<file path="config.mk">
export PLATFORM = sky130hd
export DESIGN_NAME = button_debouncer_scen
export DESIGN_NICKNAME = d
export VERILOG_FILES = /design/src/rtl/button_debouncer_scen_pkg.sv /design/src/rtl/button_debouncer_scen_sync_2ff.sv /design/src/rtl/button_debouncer_scen.sv
export SDC_FILE = /design/constraint.sdc
export NUM_CORES = 1
export LEC_CHECK = 0
export ABC_AREA = 1
export CAP_MARGIN = 20
export CORE_MARGIN = 3
export CORE_UTILIZATION = 35
export DETAILED_ROUTE_END_ITERATION = 12
export SLEW_MARGIN = 30
export SYNTH_ARGS = -nofsm -noshare
export SYNTH_HDL_FRONTEND = slang
export SYNTH_SLANG_ARGS = --single-unit
</file>
<file path="constraint.sdc">
create_clock -name board_clk -period 2.6 [get_ports board_clk]
set_clock_uncertainty 0.1 [all_clocks]
set_input_delay 0.26 -clock board_clk [delete_from_list [all_inputs] [get_ports board_clk]]
set_output_delay 0.26 -clock board_clk [all_outputs]
set_load 0.05 [all_outputs]
</file>
<file path="src/rtl/button_debouncer_scen_pkg.sv">
// Shared definitions for the push-button debouncer: one-hot state
// encodings and the hold-time multiplier applied to the debounce period.
package button_debouncer_scen_pkg;

    // Hold time before auto-repeat is this many debounce periods.
    // The counter width in the top (N_DC+2) relies on this being 4.
    localparam int HOLD_MULT = 4;

    typedef enum logic [5:0] {
        ST_INI  = 6'b000001,
        ST_WQ   = 6'b000010,
        ST_SCEN = 6'b000100,
        ST_WH   = 6'b001000,
        ST_MCEN = 6'b010000,
        ST_CCR  = 6'b100000
    } db_state_e;

endpackage

</file>
<file path="src/rtl/button_debouncer_scen_sync_2ff.sv">
// Two-flop synchronizer for a single asynchronous level.
module button_debouncer_scen_sync_2ff (
    input  logic board_clk,
    input  logic Reset,
    input  logic d,
    output logic q
);

    logic meta;

    // First flop may go metastable; second flop gives it a full cycle to settle.
    always_ff @(posedge board_clk or posedge Reset) begin
        if (Reset) begin
            meta <= 1'b0;
            q    <= 1'b0;
        end else begin
            meta <= d;
            q    <= meta;
        end
    end

endmodule

</file>
<file path="src/rtl/button_debouncer_scen.sv">
// Push-button debouncer with single-shot, multi-shot and continuous enables.
//
// state   | meaning
// --------+---------------------------------------------------------------
// INI     | idle, button released
// WQ      | button seen high, waiting DB_CYC clocks for it to stay quiet
// SCEN_ST | one-clock press pulse on SCEN/MCEN/CCEN
// WH      | button held, counting toward HOLD_CYC before auto-repeat
// MCEN_ST | auto-repeat: CCEN high, MCEN pulses once per DB_CYC clocks
// CCR     | button seen low, waiting DB_CYC clocks to confirm release
module button_debouncer_scen
    import button_debouncer_scen_pkg::*;
#(
    parameter int N_DC = 20
) (
    input  logic board_clk,
    input  logic Reset,
    input  logic PB,
    output logic DPB,
    output logic SCEN,
    output logic MCEN,
    output logic CCEN
);

    localparam int CW       = N_DC + 2;
    localparam int DB_CYC   = 1 << N_DC;
    localparam int HOLD_CYC = HOLD_MULT * DB_CYC;

    localparam logic [CW-1:0] DB_LAST   = CW'(DB_CYC - 1);
    localparam logic [CW-1:0] HOLD_LAST = CW'(HOLD_CYC - 1);

    db_state_e         state;
    db_state_e         state_nxt;
    logic [CW-1:0]     cnt;
    logic [CW-1:0]     cnt_nxt;
    logic [CW-1:0]     cnt_inc;
    logic [N_DC-1:0]   cnt_lo_inc;
    logic              pb_s;

    button_debouncer_scen_sync_2ff u_sync_2ff (
        .board_clk (board_clk),
        .Reset     (Reset),
        .d         (PB),
        .q         (pb_s)
    );

    assign cnt_inc    = cnt + CW'(1);
    assign cnt_lo_inc = cnt[N_DC-1:0] + N_DC'(1);

    // State and interval counter registers.
    always_ff @(posedge board_clk or posedge Reset) begin
        if (Reset) begin
            state <= ST_INI;
            cnt   <= '0;
        end else begin
            state <= state_nxt;
            cnt   <= cnt_nxt;
        end
    end

    // Next-state logic; the counter restarts from zero on every state entry.
    always_comb begin
        state_nxt = state;
        cnt_nxt   = cnt_inc;
        case (state)
            ST_INI: begin
                cnt_nxt = '0;
                if (pb_s) state_nxt = ST_WQ;
            end
            ST_WQ: begin
                if (!pb_s)               state_nxt = ST_INI;
                else if (cnt == DB_LAST) state_nxt = ST_SCEN;
            end
            ST_SCEN: begin
                state_nxt = ST_WH;
            end
            ST_WH: begin
                if (!pb_s)                 state_nxt = ST_CCR;
                else if (cnt == HOLD_LAST) state_nxt = ST_MCEN;
            end
            ST_MCEN: begin
                // Only the low N_DC bits run here so the repeat phase wraps freely.
                cnt_nxt = {cnt[CW-1:N_DC], cnt_lo_inc};
                if (!pb_s) state_nxt = ST_CCR;
            end
            ST_CCR: begin
                if (pb_s)                state_nxt = ST_WH;
                else if (cnt == DB_LAST) state_nxt = ST_INI;
            end
            default: begin
                state_nxt = ST_INI;
            end
        endcase
        if (state_nxt != state) cnt_nxt = '0;
    end

    // Moore output decode from the registered state only.
    always_comb begin
        DPB  = 1'b0;
        SCEN = 1'b0;
        MCEN = 1'b0;
        CCEN = 1'b0;
        case (state)
            ST_SCEN: begin
                DPB  = 1'b1;
                SCEN = 1'b1;
                MCEN = 1'b1;
                CCEN = 1'b1;
            end
            ST_WH, ST_CCR: begin
                DPB = 1'b1;
            end
            ST_MCEN: begin
                DPB  = 1'b1;
                CCEN = 1'b1;
                MCEN = &cnt[N_DC-1:0];
            end
            default: begin
                DPB = 1'b0;
            end
        endcase
    end

endmodule
</file>
==> flow_metrics.py <==
metrics = {
    "logic_synthesis": {
        "syn-num-nets": 251,
        "yosys.area.top_type": "dfrtp_1",
        "synth_edf_count": 0,
        "netlist_area_um2": 1860,
        "ys_seq_elements": 30,
        "yosysTopAreaCellShare_pct": 39.0,
        "seq_area_frac_synth_pct": 40.4,
        "synth.distinct_cells": 30,
        "synth_warnings": 0,
        "ys_top_cells_by_count": "nand2_1 (53), dfrtp_1 (29), inv_1 (29)",
        "synth.most_common_cell": "nand2_1",
        "async_reset_ff_share_pct": 100,
        "ys.flop_type": "dfrtp_1",
        "synth_cells": 247,
        "synthTopCellsByArea": "dfrtp_1 (39%), nand2_1 (11%), nor2_2 (7.1%), inv_1 (5.8%), nor2_1 (5.2%)",
        "syn_area_per_cell_um2": 7.54,
    },
    "floorplan": {
        "core.rowCount": 25,
        "pin_count": 7,
        "dieArea_um2": 6230,
        "initial_core_util_pct": 37.7,
        "die_w_um": 79.0,
        "core_um2": 4940,
        "die_h_um": 79.0,
    },
    "sta": {
        "slew_headroom_pct": 66.2,
        "layout_min_cycle_time_ps": 2280,
        "tightestPinTransition_ps": 506,
        "fin_setup_tns_ps": 0,
        "setup_violations": 0,
        "whs_ps": 254,
        "fmax_ghz": 0.438,
        "hold_viol_final": 0,
        "finalCritPeriodShare_pct": 87.8,
        "timing.final.ws_setup_ps": 316,
        "rsz0062_at_grt": "false",
        "finalMaxSlewViolations": 0,
    },
    "route": {
        "detail_route.wl_per_cell_um": 12.0,
        "ant_nets": 0,
        "drc": 0,
        "drtPass1Iterations": 4,
        "vias": 1580,
        "routed_wl_um": 3930,
        "drtIter0Drc": 92,
        "viasPerCell": 4.82,
    },
    "final_layout": {
        "syn_to_final_growth_pct": 13.6,
        "fin_nets": 264,
        "insertedDiodeCount": 0,
        "multiInputGateArea_um2": 972,
        "fillers": 519,
        "drive_above_1_share_pct": 19.5,
        "register_area_um2": 752,
    },
    "run": {
        "maxCapViolCount": 0,
    },
    "critical_path": {
        "critPathRequiredTime_ps": 2240,
        "critPathKind": "reg -> out",
        "cp-end-kind": "primary output",
        "crit_arrival_ps": 1920,
        "startpoint_type": "register",
        "cp_max_fo": 5,
    },
    "place": {
        "place_ws_ps": 399,
        "place.gp.congestion": 0.885,
        "port-buffer-count": 6,
        "dp_hpwl_um": 2950,
    },
    "pwr": {
        "power.leakage_nw": 0.986,
        "peakVddDrop_mv": 0.412,
        "power_density_nw_per_um2": 658,
    },
    "global_routing": {
        "grt_pass1_wl_um": 6840,
        "grt_pass1_vias": 1473,
        "overflow": 0,
        "antenna_found_initial": 0,
        "grt_max_degree": 31,
        "grt.total_usage_pct": 13.7,
    },
    "clock_network": {
        "clkSinkCount": 30,
        "cts_made_buffers": 5,
        "cts_max_path_buffers": 2,
        "clock_latency_ps": 280,
        "cts.clk_slew.worst_paths_ps": 60,
        "cts_tree": "yes",
        "cts-htree-levels": 2,
        "cts_root_buf": "clkbuf_8",
    },
    "worst_hold_path": {
        "hold_path.class": "reg -> reg",
    },
    "run_status": {
        "status": "complete, no violations",
    },
}
[routing by layer]
metal	track usage [%]	part of all wire, %
met1	19.4	53
met2	21.1	43
met3	3.06	2.6
met4	3.61	1.1
met5	0	0
[metrics by stage]
stage / area [µm²] / std cells / utilization (%) / power, W
2_1_floorplan: 1860 / 247 / - / 0.000926
3_3_place_gp: 2020 / 320 / 40.8 / 0.00101
3_5_place_dp: 2020 / 320 / 40.8 / 0.00101
4_1_cts: 2110 / 328 / 42.7 / 0.00141
5_1_grt: 2120 / 328 / 42.8 / 0.00149
6_report: 2120 / 328 / 42.8 / 0.00139
[layout make-up]
cell class / instances / area share, %
clock buffers: 7 / 4.08
clock inverters: 1 / 0.237
inverters: 29 / 5.14
multi-input cells: 184 / 45.9
flip-flops and latches: 30 / 35.5
well taps: 67 / 3.96
repair buffers: 10 / 5.09
[critical path, cell delays in order (launching register included)]
cell	delay, ps
dfrtp_1	360
ha_1	160
nand2_1	100
nor2_4	140
nand2_2	120
nor3_1	180
inv_1	90
o21ai_0	300
buf_12	190
[what timing repair did]
action / CTS / global route
hold buffers: 0 / 0
gates resized for setup: 0 / 3
setup buffers: 0 / 0
endpoints found under the setup margin: 0 / 3
[where the power goes]
group	total, W	internal (W)	leakage, nW	switching (W)
registers	0.000521	0.000495	0.409	0.0000258
logic	0.000482	0.000141	0.528	0.000341
clock network	0.000389	0.000213	0.0482	0.000176
total	0.00139	0.000849	0.986	0.000543
[registers in the layout (all words and copies together) (netlist names)]
signal	flops
state	6
u_sync_2ff.meta	1
cnt	22
u_sync_2ff.q	1
[kinds of logic after synthesis]
kind of cell	synth area share, %
XOR/XNOR	1.88
buffers and inverters	7.45
adder cells (fa/ha/maj)	0.671
AO/OA/AOI/OAI	7.79
AND/OR/NAND/NOR	41.8
flip-flops	40.4
[layout by cell type, fill, tap and decap left out, drive strengths merged, types with 3 or more instances in the layout]
cell type,count
a21oi,7
buf,5
clkbuf,7
dfrtp,29
dlymetal6s2s,3
inv,29
nand2,56
nand3,20
nand3b,5
nand4,10
nor2,50
nor3,6
o21ai,11
or2,7
xor2,3
[worst paths after layout]
check | startpoint | endpoint | slack [ps] | cells after the start
hold / removal | u_sync_2ff.meta | u_sync_2ff.q | 250 | 0
hold reg to reg | u_sync_2ff.meta | u_sync_2ff.q | 250 | 0
setup / recovery | cnt[1] | MCEN | 320 | 8
setup reg to reg | cnt[1] | cnt[1] | 400 | 14
min in group asynchronous | Reset | cnt[4] | 260 | 3
max in group asynchronous | Reset | state[0] | 1830 | 3
No activity file was read; power rests on OpenSTA's default activity.
